$ cat src/rtl/fetch_redirect_ctrl_pkg.sv
// Shared types and constants for the fetch redirect controller.
package fetch_ctrl_pkg;

  typedef enum logic [1:0] {
    BOOT,
    RUN,
    PEND,
    HALT
  } fetch_state_t;

  // Byte distance between consecutive word-aligned fetches.
  localparam int PC_STEP = 4;

endpackage

$ cat src/rtl/fetch_redirect_ctrl_if.sv
// Fetch-control bundle.
// master: branch unit / hazard unit / imem side.
// slave: the fetch redirect controller.
interface fetch_redirect_ctrl_if #(
  parameter int PW    = 9,
  parameter int CNT_W = 16
);

  logic             redirect_i;
  logic [31:0]      redirect_pc_i;
  logic             stall_i;
  logic             imem_ready_i;
  logic [PW-1:0]    pc_o;
  logic             fetch_valid_o;
  logic             if_id_en_o;
  logic             if_id_flush_o;
  logic             id_ex_flush_o;
  logic             halted_o;
  logic [CNT_W-1:0] redirect_cnt_o;

  modport master (
    output redirect_i, redirect_pc_i, stall_i, imem_ready_i,
    input  pc_o, fetch_valid_o, if_id_en_o, if_id_flush_o, id_ex_flush_o,
           halted_o, redirect_cnt_o
  );

  modport slave (
    input  redirect_i, redirect_pc_i, stall_i, imem_ready_i,
    output pc_o, fetch_valid_o, if_id_en_o, if_id_flush_o, id_ex_flush_o,
           halted_o, redirect_cnt_o
  );

endinterface

$ cat src/rtl/fetch_redirect_ctrl_sat_counter.sv
// Up-counter that sticks at its all-ones value instead of wrapping.
module sat_counter #(
  parameter int W = 16
) (
  input  logic         clk,
  input  logic         rst_n,
  input  logic         inc,
  output logic [W-1:0] cnt
);

  // Count increments until the counter is full, then hold.
  always_ff @(posedge clk or negedge rst_n) begin
    if (!rst_n) begin
      cnt <= '0;
    end else if (inc && (cnt != {W{1'b1}})) begin
      cnt <= cnt + 1'b1;
    end
  end

endmodule

$ cat src/rtl/fetch_redirect_ctrl.sv
// Fetch PC owner: sequences branch redirects, stalls and imem back-pressure,
// halts on an unreachable or misaligned redirect target.
module fetch_redirect_ctrl
  import fetch_ctrl_pkg::*;
#(
  parameter int            PW       = 9,
  parameter logic [PW-1:0] RESET_PC = '0,
  parameter int            CNT_W    = 16
) (
  input logic                  clk,
  input logic                  rst_n,
  fetch_redirect_ctrl_if.slave bus
);

  fetch_state_t  state_q, state_d;
  logic [PW-1:0] pc_q, pc_d;
  logic [PW-1:0] pend_pc_q, pend_pc_d;
  logic          bad_target;
  logic          cnt_inc;
  logic          fetch_valid, if_id_en, if_id_flush, id_ex_flush, halted;

  // A target is unusable if it is not word aligned or lies beyond the PC range.
  assign bad_target = (bus.redirect_pc_i[1:0] != 2'b00) ||
                      ((bus.redirect_pc_i >> PW) != 32'd0);

  // State, fetch PC and parked redirect target registers.
  always_ff @(posedge clk or negedge rst_n) begin
    if (!rst_n) begin
      state_q   <= BOOT;
      pc_q      <= RESET_PC;
      pend_pc_q <= '0;
    end else begin
      state_q   <= state_d;
      pc_q      <= pc_d;
      pend_pc_q <= pend_pc_d;
    end
  end

  // Next-state, next-PC and pipeline control decode.
  always_comb begin
    state_d     = state_q;
    pc_d        = pc_q;
    pend_pc_d   = pend_pc_q;
    fetch_valid = 1'b0;
    if_id_en    = 1'b0;
    if_id_flush = 1'b0;
    id_ex_flush = 1'b0;
    halted      = 1'b0;
    cnt_inc     = 1'b0;
    case (state_q)
      BOOT: begin
        state_d = RUN;
      end
      RUN: begin
        fetch_valid = 1'b1;
        if (bus.redirect_i && bad_target) begin
          if_id_en    = 1'b1;
          if_id_flush = 1'b1;
          id_ex_flush = 1'b1;
          state_d     = HALT;
        end else if (bus.redirect_i) begin
          if_id_en    = 1'b1;
          if_id_flush = 1'b1;
          id_ex_flush = 1'b1;
          cnt_inc     = 1'b1;
          if (bus.imem_ready_i) begin
            pc_d = bus.redirect_pc_i[PW-1:0];
          end else begin
            pend_pc_d = bus.redirect_pc_i[PW-1:0];
            state_d   = PEND;
          end
        end else if (!bus.stall_i && bus.imem_ready_i) begin
          if_id_en = 1'b1;
          pc_d     = pc_q + PW'(PC_STEP);
        end
      end
      PEND: begin
        if_id_flush = 1'b1;
        id_ex_flush = 1'b1;
        if (bus.imem_ready_i) begin
          pc_d    = pend_pc_q;
          state_d = RUN;
        end
      end
      HALT: begin
        if_id_flush = 1'b1;
        id_ex_flush = 1'b1;
        halted      = 1'b1;
      end
      default: begin
        state_d = BOOT;
      end
    endcase
  end

  sat_counter #(.W(CNT_W)) u_redirect_cnt (
    .clk   (clk),
    .rst_n (rst_n),
    .inc   (cnt_inc),
    .cnt   (bus.redirect_cnt_o)
  );

  assign bus.pc_o          = pc_q;
  assign bus.fetch_valid_o = fetch_valid;
  assign bus.if_id_en_o    = if_id_en;
  assign bus.if_id_flush_o = if_id_flush;
  assign bus.id_ex_flush_o = id_ex_flush;
  assign bus.halted_o      = halted;

endmodule

$ cat src/flat_wrapper.sv
// flat-port wrapper written by rule: the top's interface ports become plain ports
module fetch_redirect_ctrl_flat import fetch_ctrl_pkg::*;
#(
  parameter int            PW       = 9,
  parameter logic [PW-1:0] RESET_PC = '0,
  parameter int            CNT_W    = 16
)
  (clk, rst_n, bus_redirect_i, bus_redirect_pc_i, bus_stall_i, bus_imem_ready_i, bus_pc_o, bus_fetch_valid_o, bus_if_id_en_o, bus_if_id_flush_o, bus_id_ex_flush_o, bus_halted_o, bus_redirect_cnt_o);
  fetch_redirect_ctrl_if #(.PW(PW), .CNT_W(CNT_W)) bus_i ();
  input logic clk;
  input logic rst_n;
  input wire logic [$bits(bus_i.redirect_i)-1:0] bus_redirect_i;
  input wire logic [$bits(bus_i.redirect_pc_i)-1:0] bus_redirect_pc_i;
  input wire logic [$bits(bus_i.stall_i)-1:0] bus_stall_i;
  input wire logic [$bits(bus_i.imem_ready_i)-1:0] bus_imem_ready_i;
  output wire logic [$bits(bus_i.pc_o)-1:0] bus_pc_o;
  output wire logic [$bits(bus_i.fetch_valid_o)-1:0] bus_fetch_valid_o;
  output wire logic [$bits(bus_i.if_id_en_o)-1:0] bus_if_id_en_o;
  output wire logic [$bits(bus_i.if_id_flush_o)-1:0] bus_if_id_flush_o;
  output wire logic [$bits(bus_i.id_ex_flush_o)-1:0] bus_id_ex_flush_o;
  output wire logic [$bits(bus_i.halted_o)-1:0] bus_halted_o;
  output wire logic [$bits(bus_i.redirect_cnt_o)-1:0] bus_redirect_cnt_o;
  assign bus_i.redirect_i = bus_redirect_i;
  assign bus_i.redirect_pc_i = bus_redirect_pc_i;
  assign bus_i.stall_i = bus_stall_i;
  assign bus_i.imem_ready_i = bus_imem_ready_i;
  assign bus_pc_o = bus_i.pc_o;
  assign bus_fetch_valid_o = bus_i.fetch_valid_o;
  assign bus_if_id_en_o = bus_i.if_id_en_o;
  assign bus_if_id_flush_o = bus_i.if_id_flush_o;
  assign bus_id_ex_flush_o = bus_i.id_ex_flush_o;
  assign bus_halted_o = bus_i.halted_o;
  assign bus_redirect_cnt_o = bus_i.redirect_cnt_o;
  fetch_redirect_ctrl #(.PW(PW), .RESET_PC(RESET_PC), .CNT_W(CNT_W)) u_core (.clk(clk), .rst_n(rst_n), .bus(bus_i));
endmodule
$ cat config.mk
export PLATFORM = sky130hd
export DESIGN_NAME = fetch_redirect_ctrl_flat
export DESIGN_NICKNAME = d
export VERILOG_FILES = /design/src/rtl/fetch_redirect_ctrl_pkg.sv /design/src/rtl/fetch_redirect_ctrl_if.sv /design/src/rtl/fetch_redirect_ctrl_sat_counter.sv /design/src/rtl/fetch_redirect_ctrl.sv /design/src/flat_wrapper.sv
export SDC_FILE = /design/constraint.sdc
export NUM_CORES = 1
export LEC_CHECK = 0
export BUFFER_PORTS_ARGS = -buffer_cell sky130_fd_sc_hd__buf_2
export CAP_MARGIN = 20
export CORE_ASPECT_RATIO = 1.1
export CORE_MARGIN = 5
export CORE_UTILIZATION = 45
export CTS_CLUSTER_DIAMETER = 80
export DETAILED_ROUTE_END_ITERATION = 10
export PLACE_DENSITY_LB_ADDON = 0.2
export REMOVE_ABC_BUFFERS = 1
export SLEW_MARGIN = 5
export SYNTH_ARGS = -nofsm -noshare
export SYNTH_HDL_FRONTEND = slang
export SYNTH_HIERARCHICAL = 1
export SYNTH_SLANG_ARGS = --single-unit
$ cat constraint.sdc
create_clock -name clk -period 5.5 [get_ports clk]
set_clock_uncertainty 0.2 [all_clocks]
set_input_delay 0.275 -clock clk [delete_from_list [all_inputs] [get_ports clk]]
set_output_delay 0.275 -clock clk [all_outputs]
set_load 0.05 [all_outputs]
Word-level counts from Yosys, hierarchy flattened
Cells that the tools add are included.
{"block": "op_classes", "add_sub_neg": 2, "eq_ne": 10, "muxes": 22, "n_bitwise": 2, "reduce_logical": 14}
{"cell": "$mux W9", "n": 5}
{"cell": "$reduce_bool A32 Y1", "n": 1}
{"cell": "$pmux W9 S2", "n": 1}
{"cell": "$add A16 B1 Y16 const B", "n": 1}
{"cell": "$ne A16 B16 Y1 const B", "n": 1}
{"cell": "$mux W1", "n": 10}
{"cell": "$add A9 B3 Y9 const B", "n": 1}
{"cell": "$ne A3 B2 Y1 const B", "n": 3}
{"cell": "$mux W2", "n": 4}
{"cell": "$reduce_and A4 Y1", "n": 2}
{"cell": "$pmux W2 S3", "n": 1}
{"cell": "$reduce_and A5 Y1", "n": 1}
{"cell": "$eq A2 B2 Y1 const B", "n": 2}
{"cell": "$ne A2 B2 Y1 const B", "n": 2}
{"cell": "$reduce_bool A2 Y1", "n": 2}
{"cell": "$logic_and A1 B1 Y1", "n": 3}
{"cell": "$ne A3 B3 Y1 const B", "n": 1}
{"cell": "$reduce_bool A3 Y1", "n": 1}
{"cell": "$eq A2 B1 Y1 const B", "n": 1}
{"cell": "$logic_not A2 Y1", "n": 1}
{"cell": "$not A1 Y1", "n": 2}
{"cell": "$pmux W1 S2", "n": 1}
{"cell": "$reduce_or A2 Y1", "n": 1}
{"cell": "$logic_not A1 Y1", "n": 1}
{"cell": "$logic_or A1 B1 Y1", "n": 1}
{"block": "totals", "reg_bits": 36, "in_bits": 37, "word_cells": 54}

Longest topological paths before layout
{"block": "logic_depth", "ltp_word": 6, "ltp_mapped": 8}

Modules after synthesis
Netlist, hierarchy kept.
{"module": "fetch_redirect_ctrl", "n_inst": 1, "cells_each": 129, "area_each_um2": 1248.7, "seq_area_each_um2": 500.5}
{"module": "sat_counter", "n_inst": 1, "cells_each": 72, "area_each_um2": 859.6, "seq_area_each_um2": 400.4}

Worst setup path after synthesis
OpenSTA, ideal clock, no wires.
{"block": "synth_timing", "kind": "reg2out", "start": "register u_core.state_q[1]", "end": "output bus_if_id_flush_o", "t_arrival_ps": 2454, "required_ps": 5025, "path_slack_ps": 2571, "stages_incl_launch_ff": 6, "path_cell_list": "dfrtp_1 inv_1 ha_1 nand2_1 a21oi_1 buf_4"}
{"block": "synth_between", "elab_chain_cells": 3, "elab_cells_between_ends": 5, "classes_between": "eq/ne: 3; mux: 1; reduce/logical: 1"}
{"item": "from (decl)", "line_no": "fetch_redirect_ctrl.sv:15", "rtl": "fetch_state_t state_q, state_d;"}
{"item": "from (signal assigned)", "line_no": "fetch_redirect_ctrl.sv:33", "rtl": "state_q <= state_d;"}
{"item": "$eq A2 B2 Y1"}
{"item": "$reduce_or A2 Y1 (no line)"}
{"item": "$pmux W1 S2 *"}
{"item": "to (decl)", "line_no": "flat_wrapper.sv:19", "rtl": "output wire logic [$bits(bus_i.if_id_flush_o)-1:0] bus_if_id_flush_o;"}
Mark *: on every way between the ends. The rest lies on a longest branch, timed or not.

Worst setup path after layout
{"block": "layout_timing", "start": "register u_core.state_q[0]", "end": "register u_core.pc_q[8], in the netlist u_core/bus.pc_o[8]"}
{"block": "layout_between", "elab_chain_cells": 3, "elab_cells_between_ends": 9, "classes_between": "eq/ne: 6; mux: 1; reduce/logical: 2"}
{"item": "$eq A2 B1 Y1 / $eq A2 B2 Y1 (equally long branches)", "line_no": "fetch_redirect_ctrl.sv:50", "rtl": "case (state_q)"}
{"item": "$ne A3 B3 Y1 (no line), or another cell as far along"}
{"item": "$reduce_and A5 Y1 (no line)"}
{"item": "to (signal assigned)", "line_no": "fetch_redirect_ctrl.sv:34", "rtl": "pc_q <= pc_d;"}
{"item": "to (decl)", "line_no": "fetch_redirect_ctrl.sv:16", "rtl": "logic [PW-1:0] pc_q, pc_d;"}
Several ways; a longest one is shown, not always the timed one.
A chain may end at the register's enable or synchronous reset.

==> Flow_metrics.wiki <==
{| class="wikitable"
! Metric !! Value
|-
| Result of the run || complete, no violations
|-
| Detailed-route via count || 1820
|-
| Fin crit share || 51.5%
|-
| Final Hold Viols || 0
|-
| Num ports || 67
|-
| CP endpoint kind || flop
|-
| Iteration-0 DRC Markers || 95
|-
| Max capacitance violation total || 0
|-
| Area of the placeable core || around 4600 sq um
|-
| Largest fanout on the critical path || 13
|-
| Clock Latency Late Sink || approximately 0.29 ns
|-
| Post-Route Setup TNS || 0 ns
|-
| Fraction of final layout cells sized beyond drive strength 1 || approximately two fifths
|-
| Async set-or-reset flop fraction in the synthesized netlist || 100%
|-
| Clock tree from TritonCTS || yes
|-
| Area growth, synth to finish || 22.0%
|-
| Number of endpoints failing setup at the final stage || 0
|-
| Mean cell area of the mapped netlist || 10.5 sq um
|-
| Number of distinct standard cells referenced by the synthesized netlist || between 40 and 50
|-
| Number of pins exceeding their max-slew limit in the final report || 0
|-
| Required time of the worst setup path || around 5.5 ns
|-
| Root Buffer Master || sky130_fd_sc_hd__clkbuf_8
|-
| CTS Buf Count || 5
|-
| Total gr overflow || 0
|-
| Final critical delay including setup and external delays || 2.83 ns
|-
| Final weighted congestion in routability-driven placement || between 0.8 and 0.9
|-
| Antenna violations before repair || 0
|-
| DIE HEIGHT || between 80 and 90 um
|-
| Post-route DRC || 0
|-
| Worst IR drop on VDD || between 0.2 and 0.3 mV
|-
| Highest routing layer actually used || met4
|-
| Type of origin of the critical path || flop
|-
| RSZ-0062 raised after global routing || no
|-
| Met2 Wirelength || 2280 um
|-
| Effective utilization at floorplan || 46.0%
|-
| Remaining antenna violation count after routing || 0
|-
| Cell leakage power || approximately 1.3 nW
|-
| Final wirelength || around 5000 um
|-
| Sink count of the clock tree || 36
|-
| Register bit count reported by yosys || 36
|-
| Horizontal die dimension || 75.3 um
|-
| Fill count || roughly 430
|-
| Std cell rows || 26
|-
| Cell area after synthesis || between 2000 and 2500 sq um
|-
| Number of resized instances in the post-cts repair step || 0
|-
| Worst Setup Path Type || reg -> reg
|-
| Number of synthesized flops with an enable pin || 0
|-
| Largest net degree at the start of global routing || 37
|-
| Post-synthesis sequential area ratio || between 40% and 50%
|-
| Most frequent cells in the layout || sky130_fd_sc_hd__buf_2, sky130_fd_sc_hd__dfrtp_1, sky130_fd_sc_hd__mux2_2
|-
| Number of standard cells after synthesis || between 200 and 250
|-
| Clock input transition at the sequential cells of the worst setup and hold paths || roughly 0.080 ns
|-
| Dominant combinational cell family by area after synthesis || simple AND/OR/NAND/NOR gates
|-
| Worst-margin pin slew || slightly below 0.8 ns
|-
| Min-Delay Path Class || in -> reg
|-
| Most common cell after layout, fill and taps aside || sky130_fd_sc_hd__buf_2
|-
| Area share of fa/ha/maj cells after synthesis || under 10%
|-
| Number of levels the H-tree was split into || 2
|-
| Total Routing Usage GR || 16.7%
|-
| Synth Area in XOR/XNOR || 4.99%
|-
| Vias per inst || approximately 5.6
|-
| Mean routed wirelength per cell || approximately 15 um
|-
| Total number of yosys warnings || 6
|-
| Via count of the first global-routing pass || around 1700
|-
| Arrival time of data at the critical path endpoint || roughly 2.8 ns
|-
| Areal power density over the cells || between 400 and 500 nW/um^2
|-
| Area fraction in and, or, nand and nor cells after synthesis || 21.8%
|-
| Count of port buffers added during placement || 66
|-
| Maximum clock insertion buffer count || 2
|-
| Total die area || between 6000 and 7000 sq um
|-
| Count of antenna diodes in the layout || 0
|-
| Compound-cell area share of the yosys netlist || roughly 15%
|-
| Worst slew margin relative to its limit || 47.4%
|-
| Fmax || 353 MHz
|-
| Final Total Pwr || 1.12 mW
|-
| Total iterations of the first detailed-routing run || 5
|-
| Multiplexer area fraction after synthesis || about a tenth
|-
| First-pass GRT wire length || ~7800 um
|-
| Most used DFF post-synth || sky130_fd_sc_hd__dfrtp_1
|-
| Number of nets at the end of the flow || roughly 310
|-
| Post-detail-place hpwl || 3740 um
|-
| Met3 Wirelength || roughly 440 um
|-
| Wire length on met1 || 2170 um
|}
[registers in the layout, indices dropped and copies added, names as in the netlist]
register	cells
u_core/state_q	2
u_core/pend_pc_q	9
u_core/bus.pc_o	9
u_core/u_redirect_cnt/cnt	16
[per-stage QoR]
step                hold WS, ns  utilization [%]  std cells  area [sq um]  setup WS, ns
floorplan                -0.221                -        195          2070          2.26
global placement          0.210             53.9        317          2470          2.84
detailed placement        0.213             53.9        317          2470          2.75
CTS                      0.0170             56.1        326          2570          2.73
global route             0.0199             56.1        326          2570          2.39
finish                   0.0281             56.1        326          2570          2.67
[logic make-up after synthesis]
kind of cell	after synthesis
multiplexers	18
adder cells (fa/ha/maj)	6
XOR/XNOR	12
flip-flops	36
AO/OA/AOI/OAI	47
AND/OR/NAND/NOR	69
buffers and inverters	13
[area by class of cell]
class / instances / area (sq um) / area share [%]
Sequential cell: 36 / 901 / 35.0
Multi-Input combinational cell: 152 / 1150 / 44.6
Tap cell: 56 / 70.1 / 2.73
Clock buffer: 5 / 68.8 / 2.68
Clock inverter: 3 / 18.8 / 0.730
Inverter: 7 / 26.3 / 1.02
Timing Repair Buffer: 67 / 340 / 13.2
[layer usage]
metal | track usage (%) | vias to the layer above
li1 | - | 891
met1 | 22.3 | 864
met2 | 25.8 | 63
met3 | 4.16 | 2
met4 | 6.64 | 0
met5 | 0 | -
[report_power, final]
group	leakage (nW)	switching (mW)	internal (mW)	total (mW)
clock	0.0479	0.0988	0.0882	0.187
sequential	0.469	0.0467	0.308	0.355
combinational	0.778	0.397	0.182	0.580
[timing repair]
item                                   CTS  global route
setup endpoints to repair                0             0
hold buffers                             1             0
buffers inserted                         0             0
endpoints found under the hold margin   36             0
[path summary, 6_finish.rpt]
path | startpoint | end | slack, ns | cells past startpoint
worst max-delay path | u_core/state_q[0] | u_core/bus.pc_o[8] | 2.67 | 7
worst min-delay path | bus_redirect_pc_i[3] | u_core/pend_pc_q[3] | 0.03 | 2
worst max register to register | u_core/state_q[0] | u_core/bus.pc_o[8] | 2.67 | 7
worst min register to register | u_core/pend_pc_q[0] | u_core/pend_pc_q[0] | 0.30 | 2
max in group asynchronous | rst_n | u_core/bus.pc_o[0] | 4.19 | 2
min in group asynchronous | rst_n | u_core/u_redirect_cnt/cnt[6] | 0.40 | 2
[critical path, stage by stage (launching register included)]
cell and delay (ns):
sky130_fd_sc_hd__dfrtp_1 0.40, sky130_fd_sc_hd__inv_1 0.08, sky130_fd_sc_hd__ha_1 0.36, sky130_fd_sc_hd__inv_1 0.35, sky130_fd_sc_hd__o21ai_0 0.15, sky130_fd_sc_hd__a21boi_1 0.52, sky130_fd_sc_hd__nand2_1 0.31, sky130_fd_sc_hd__mux2_2 0.34
[synthesized netlist by cell type (2+ instances only)]
| master | n | area share (%) |
|---|---|---|
| sky130_fd_sc_hd__dfrtp_1 | 36 | 43 |
| sky130_fd_sc_hd__mux2_2 | 13 | 6.9 |
| sky130_fd_sc_hd__a21oi_1 | 12 | 2.8 |
| sky130_fd_sc_hd__nand2_1 | 12 | 2.1 |
| sky130_fd_sc_hd__nor2_1 | 11 | 2.0 |
| sky130_fd_sc_hd__nand4_1 | 10 | 3.0 |
| sky130_fd_sc_hd__o21ai_0 | 9 | 2.1 |
| sky130_fd_sc_hd__nand3_1 | 8 | 1.9 |
| sky130_fd_sc_hd__xnor2_1 | 8 | 3.3 |
| sky130_fd_sc_hd__a31oi_1 | 7 | 2.1 |
| sky130_fd_sc_hd__inv_1 | 7 | 1.2 |
| sky130_fd_sc_hd__ha_1 | 6 | 3.6 |
| sky130_fd_sc_hd__nor4_1 | 5 | 1.5 |
| sky130_fd_sc_hd__o21a_1 | 5 | 1.8 |
| sky130_fd_sc_hd__and3_1 | 4 | 1.2 |
| sky130_fd_sc_hd__mux2i_1 | 4 | 1.9 |
| sky130_fd_sc_hd__xor2_1 | 4 | 1.7 |
| sky130_fd_sc_hd__clkbuf_1 | 3 | 0.53 |
| sky130_fd_sc_hd__o22ai_1 | 3 | 0.89 |
| sky130_fd_sc_hd__a32oi_1 | 2 | 0.83 |
| sky130_fd_sc_hd__nor3_1 | 2 | 0.47 |
| sky130_fd_sc_hd__nor4_4 | 2 | 2.0 |
| sky130_fd_sc_hd__o31ai_1 | 2 | 0.71 |
Power figures use the tool's default switching activity.
